### config.mk
export PLATFORM = sky130hd
export DESIGN_NAME = part_mux_sel_reg_flat
export DESIGN_NICKNAME = d
export VERILOG_FILES = /design/src/rtl/part_mux_sel_reg_if.sv /design/src/rtl/part_mux_sel_reg.sv /design/src/flat_wrapper.sv
export SDC_FILE = /design/constraint.sdc
export NUM_CORES = 1
export LEC_CHECK = 0
export ABC_AREA = 1
export BUFFER_PORTS_ARGS = -buffer_cell sky130_fd_sc_hd__buf_4
export CORE_AREA = 2 2 39 41
export CTS_BUF_LIST = sky130_fd_sc_hd__clkbuf_16
export DETAILED_ROUTE_END_ITERATION = 7
export DIE_AREA = 0 0 41 43
export HOLD_SLACK_MARGIN = 0.08
export SYNTH_ARGS = -nofsm -noshare
export SYNTH_HDL_FRONTEND = slang
export SYNTH_SLANG_ARGS = --single-unit
### constraint.sdc
create_clock -name clk -period 1.4 [get_ports clk]
set_input_delay 0.28 -clock clk [delete_from_list [all_inputs] [get_ports clk]]
set_output_delay 0.28 -clock clk [all_outputs]
set_load 0.1 [all_outputs]
### src/rtl/part_mux_sel_reg_if.sv
`default_nettype none
// ============================================================================
// Module      : part_mux_sel_reg_if
// Description : Bundle of data, control and result signals for the
//               registered multi-group selector part_mux_sel_reg.
//               master : drives d, sel, load_sel, scan, enb_n;
//                        observes q, qvalid, sel_q, wrap.
//               slave  : the selector itself (opposite directions).
//               d      : GROUPS*INPUTS*WIDTH, group g input i at
//                        d[(g*INPUTS+i)*WIDTH +: WIDTH]
//               q      : GROUPS*WIDTH, group g at q[g*WIDTH +: WIDTH]
// Revision    : 1.0  initial release
// ============================================================================
interface part_mux_sel_reg_if #(
  parameter int WIDTH  = 1,
  parameter int INPUTS = 4,
  parameter int GROUPS = 2
);
  localparam int SELW = $clog2(INPUTS);

  logic [GROUPS*INPUTS*WIDTH-1:0] d;
  logic [SELW-1:0]                sel;
  logic                           load_sel;
  logic                           scan;
  logic [GROUPS-1:0]              enb_n;
  logic [GROUPS*WIDTH-1:0]        q;
  logic [GROUPS-1:0]              qvalid;
  logic [SELW-1:0]                sel_q;
  logic                           wrap;

  modport master (
    output d, sel, load_sel, scan, enb_n,
    input  q, qvalid, sel_q, wrap
  );

  modport slave (
    input  d, sel, load_sel, scan, enb_n,
    output q, qvalid, sel_q, wrap
  );
endinterface
`default_nettype wire

### src/rtl/part_mux_sel_reg.sv
`default_nettype none
// ============================================================================
// Module      : part_mux_sel_reg
// Description : Registered multi-group data selector. GROUPS independent
//               groups each pick one of INPUTS words of WIDTH bits, all
//               steered by one shared select register that is either loaded
//               from sel or stepped by scan. All outputs are registered.
//
//               clk      : clock, rising edge active
//               reset_n  : synchronous, active-low reset
//               bus      : part_mux_sel_reg_if.slave
//                 d/sel/load_sel/scan/enb_n in, q/qvalid/sel_q/wrap out
//
//               Build option MUX153_HOLD_EN:
//                 undefined -> a disabled group's q clears to 0 each edge
//                 defined   -> a disabled group's q holds its last value
// Revision    : 1.0  initial release
// ============================================================================
module part_mux_sel_reg #(
  parameter int WIDTH  = 1,
  parameter int INPUTS = 4,
  parameter int GROUPS = 2
) (
  input  logic             clk,
  input  logic             reset_n,
  part_mux_sel_reg_if.slave bus
);
  localparam int SELW = $clog2(INPUTS);
  localparam logic [SELW-1:0] C_SEL_ONE = SELW'(1);

  logic [SELW-1:0] r_sel;
  logic            r_wrap;

  // Select register: load has priority over scan. INPUTS is a power of
  // two, so the SELW-bit increment wraps to 0 on its own.
  always_ff @(posedge clk) begin
    if (!reset_n) begin
      r_sel  <= '0;
      r_wrap <= 1'b0;
    end else begin
      // All-ones select is the last input; a plain scan from there wraps.
      r_wrap <= bus.scan && !bus.load_sel && (&r_sel);
      if (bus.load_sel) begin
        r_sel <= bus.sel;
      end else if (bus.scan) begin
        r_sel <= r_sel + C_SEL_ONE;
      end
    end
  end

  assign bus.sel_q = r_sel;
  assign bus.wrap  = r_wrap;

  for (genvar g = 0; g < GROUPS; g++) begin : g_group
    logic [WIDTH-1:0] w_words [INPUTS];
    logic [WIDTH-1:0] r_q;
    logic             r_qvalid;

    for (genvar i = 0; i < INPUTS; i++) begin : g_word
      assign w_words[i] = bus.d[(g*INPUTS+i)*WIDTH +: WIDTH];
    end

    // The word is picked with the select value held before this edge,
    // which is why q trails sel_q by one cycle.
    always_ff @(posedge clk) begin
      if (!reset_n) begin
        r_q      <= '0;
        r_qvalid <= 1'b0;
      end else begin
        r_qvalid <= ~bus.enb_n[g];
        if (!bus.enb_n[g]) begin
          r_q <= w_words[r_sel];
        end else begin
`ifdef MUX153_HOLD_EN
          r_q <= r_q;
`else
          r_q <= '0;
`endif
        end
      end
    end

    assign bus.q[g*WIDTH +: WIDTH] = r_q;
    assign bus.qvalid[g]           = r_qvalid;
  end

endmodule
`default_nettype wire
### src/flat_wrapper.sv
// flat-port wrapper written by rule: the top's interface ports become plain ports
module part_mux_sel_reg_flat 
#(
  parameter int WIDTH  = 1,
  parameter int INPUTS = 4,
  parameter int GROUPS = 2
)
  (clk, reset_n, bus_d, bus_sel, bus_load_sel, bus_scan, bus_enb_n, bus_q, bus_qvalid, bus_sel_q, bus_wrap);
  part_mux_sel_reg_if #(.WIDTH(WIDTH), .INPUTS(INPUTS), .GROUPS(GROUPS)) bus_i ();
  input  logic clk;
  input  logic reset_n;
  input wire logic [$bits(bus_i.d)-1:0] bus_d;
  input wire logic [$bits(bus_i.sel)-1:0] bus_sel;
  input wire logic [$bits(bus_i.load_sel)-1:0] bus_load_sel;
  input wire logic [$bits(bus_i.scan)-1:0] bus_scan;
  input wire logic [$bits(bus_i.enb_n)-1:0] bus_enb_n;
  output wire logic [$bits(bus_i.q)-1:0] bus_q;
  output wire logic [$bits(bus_i.qvalid)-1:0] bus_qvalid;
  output wire logic [$bits(bus_i.sel_q)-1:0] bus_sel_q;
  output wire logic [$bits(bus_i.wrap)-1:0] bus_wrap;
  assign bus_i.d = bus_d;
  assign bus_i.sel = bus_sel;
  assign bus_i.load_sel = bus_load_sel;
  assign bus_i.scan = bus_scan;
  assign bus_i.enb_n = bus_enb_n;
  assign bus_q = bus_i.q;
  assign bus_qvalid = bus_i.qvalid;
  assign bus_sel_q = bus_i.sel_q;
  assign bus_wrap = bus_i.wrap;
  part_mux_sel_reg #(.WIDTH(WIDTH), .INPUTS(INPUTS), .GROUPS(GROUPS)) u_core (.clk(clk), .reset_n(reset_n), .bus(bus_i));
endmodule
==> summary.md <==
| Metric | Value |
|---|---|
| Worst Path Max Fanout | `8` |
| Number of inserted diodes | `0` |
| Pleak | `0.000368 µW` |
| Synth top area share | `0.371` |
| Seq/Total Area, Yosys | `0.371` |
| Slew Viols, Final | `0` |
| Synthesized flop and latch total | `7` |
| Most common cell after layout, fill and taps aside | `buf_4` |
| Synth area leader | `dfxtp_1` |
| Synth Instances | `58` |
| CTS sink cnt | `7` |
| Top post-synthesis cells by area | `dfxtp_1, nand2_1, inv_1` |
| Core Footprint | `1380 µm²` |
| Number of fill cells | `156` |
| Max cap viols | `0` |
| Final period util | `0.879` |
| Syn Area/Cell | `6.51 µm²` |
| IR drop worst, VDD | `0.617 mV` |
| Arrival time at the worst endpoint | `0.95 ns` |
| PD cells | `1410 nW/µm²` |
| Post-CTS Setup Bufs | `0` |
| Crit path kind | `reg -> out` |
| WL/cell | `8.17 µm` |
| Via Count | `383` |
| Unrepaired setup endpoints after global routing | `no` |
| Final Hold Fails | `0` |
| Chip width | `41 µm` |
| Setup crit start kind | `register` |
| Vias in the first global route | `350` |
| Crit path largest cell delay | `0.40 ns` |
| Ys Warns | `0` |
| Routability cong. | `0.661` |
| Worst slack at placement | `0.403 ns` |
| Top delay family on crit path | `flip-flops` |
| Final setup vio count | `0` |
| Final TNS setup | `0 ns` |
| Setup Skew | `0.000390 ns` |
| Layout area overhead | `62.6%` |
| Maximum clock frequency | `812 MHz` |
| Share of cells above drive strength 1 | `0.363` |
| Crit path buf inv count | `1` |
| Crit. End Element | `output port` |
| Most frequent cells in the layout | `buf_4, inv_1, nand2_1` |
| Clock-pin slew on the worst setup and hold paths | `0.03 ns` |
| Vias/cell | `3.99` |
| Req. time, crit path | `1.12 ns` |
| Crit path max-delay cell type | `dfxtp_2` |
| 1st-pass router iterations | `4` |
| Hold crit path type | `in -> reg` |
| Worst rel slew slack | `0.816` |
| Detail Placement HPWL | `662 µm` |
| First-pass GRT wire length | `1270 µm` |
| Syn nets | `75` |
| CTS Buffer Depth | `2` |
| Outcome | `complete, no violations` |
| Post-cts sizing count | `0` |
| Min setup slack post-route | `0.169 ns` |
| Starting Density | `0.273` |
| Io pins | `23` |
| DRC violations left | `0` |
| GRT Total Usage | `0.113` |
| Final wirelength | `784 µm` |
| Crit path cell chain | `buf_4` |
| Die H | `43 µm` |
| Initial antenna violation count | `0` |
| Post-DRT Antenna Nets | `0` |
| Largest net degree at the start of global routing | `9` |
| Final min period | `1.23 ns` |
| Initial DRC Count | `5` |
| Worst slew pin tran | `0.278 ns` |
| Nets | `98` |
| Clk Latency, worst-skew pair | `0.23 ns` |
| Row Count | `14` |
| Post-synthesis instance area | `378 µm²` |
| Count of cell types in the netlist | `12` |
| Post-CTS Hold Buffers | `0` |
| Congestion Overflow GR | `0` |
| CTS Buf Count | `3` |
| CTS Root Cell | `clkbuf_16` |
| H-Tree Depth | `1` |
| CTS tree | `built` |
| Area of the die | `1760 µm²` |
| IO buf count | `22` |
## power by group
| group | internal, µW | switching, µW | leakage, µW |
|---|---|---|---|
| registers | 213 | 9.47 | 0.0000584 |
| clock network | 371 | 101 | 0.0000423 |
| logic | 58.0 | 115 | 0.000268 |
## layer usage
metal	up-vias	track usage	wire, µm
li1	208	-	-
met1	155	0.107	289
met2	17	0.172	390
met3	3	0.0785	93
met4	0	0.0600	11
met5	-	0	0
## final timing paths
kind	startpoint	to	slack, ns	cells past startpoint
worst max-delay path	u_core.bus.sel_q[0]	bus_sel_q[0]	0.17	1
worst min-delay path	reset_n	u_core.bus.sel_q[0]	0.26	3
worst max register to register	u_core.bus.sel_q[0]	u_core.bus.sel_q[1]	0.40	5
worst min register to register	u_core.bus.sel_q[1]	u_core.g_group[1].r_q	0.54	2
## sequential cells by signal, indices dropped and copies added (netlist names)
name and cells:
u_core.g_group.r_q 2, u_core.bus.wrap 1, u_core.bus.sel_q 2, u_core.g_group.r_qvalid 2
## synth_stat cells, drive strengths merged
| cell type | count |
|---|---|
| dfxtp | 7 |
| ha | 1 |
| nand3 | 6 |
| nor2 | 3 |
| or2 | 2 |
| nand3b | 1 |
| a21oi | 2 |
| buf | 4 |
| nand2 | 16 |
| inv | 16 |
## kinds of logic (layout without fill, tap and decap cells)
group | after synthesis | in the layout | synth area share
adders and majority gates | 1 | 1 | 0.0331
and+or+nand+nor | 28 | 28 | 0.321
AOI/OAI and AO/OA | 2 | 2 | 0.0364
buffers and inverters | 20 | 42 | 0.238
DFF | 7 | 7 | 0.371
## per-stage QoR
step | instances | utilization | total power, µW | hold slack [ns] | cell area, µm²
floorplan | 58 | - | 349 | 0.378 | 380
global placement | 92 | 0.387 | 398 | 0.493 | 536
detailed placement | 92 | 0.387 | 400 | 0.490 | 536
CTS | 96 | 0.444 | 879 | 0.254 | 614
global route | 96 | 0.444 | 909 | 0.281 | 614
finish | 96 | 0.444 | 867 | 0.255 | 614
## area by class of cell
type                       count  area (µm²)  share of cell area
multi-input combinational     31         148               0.240
clock inverter                 1        3.75             0.00611
inverter                      16        60.1              0.0978
tap                           16        20.0              0.0326
clock buffer                   3        75.1               0.122
sequential                     7         143               0.232
timing repair buffer          22         165               0.269
No activity file was read; power rests on OpenSTA's default activity.
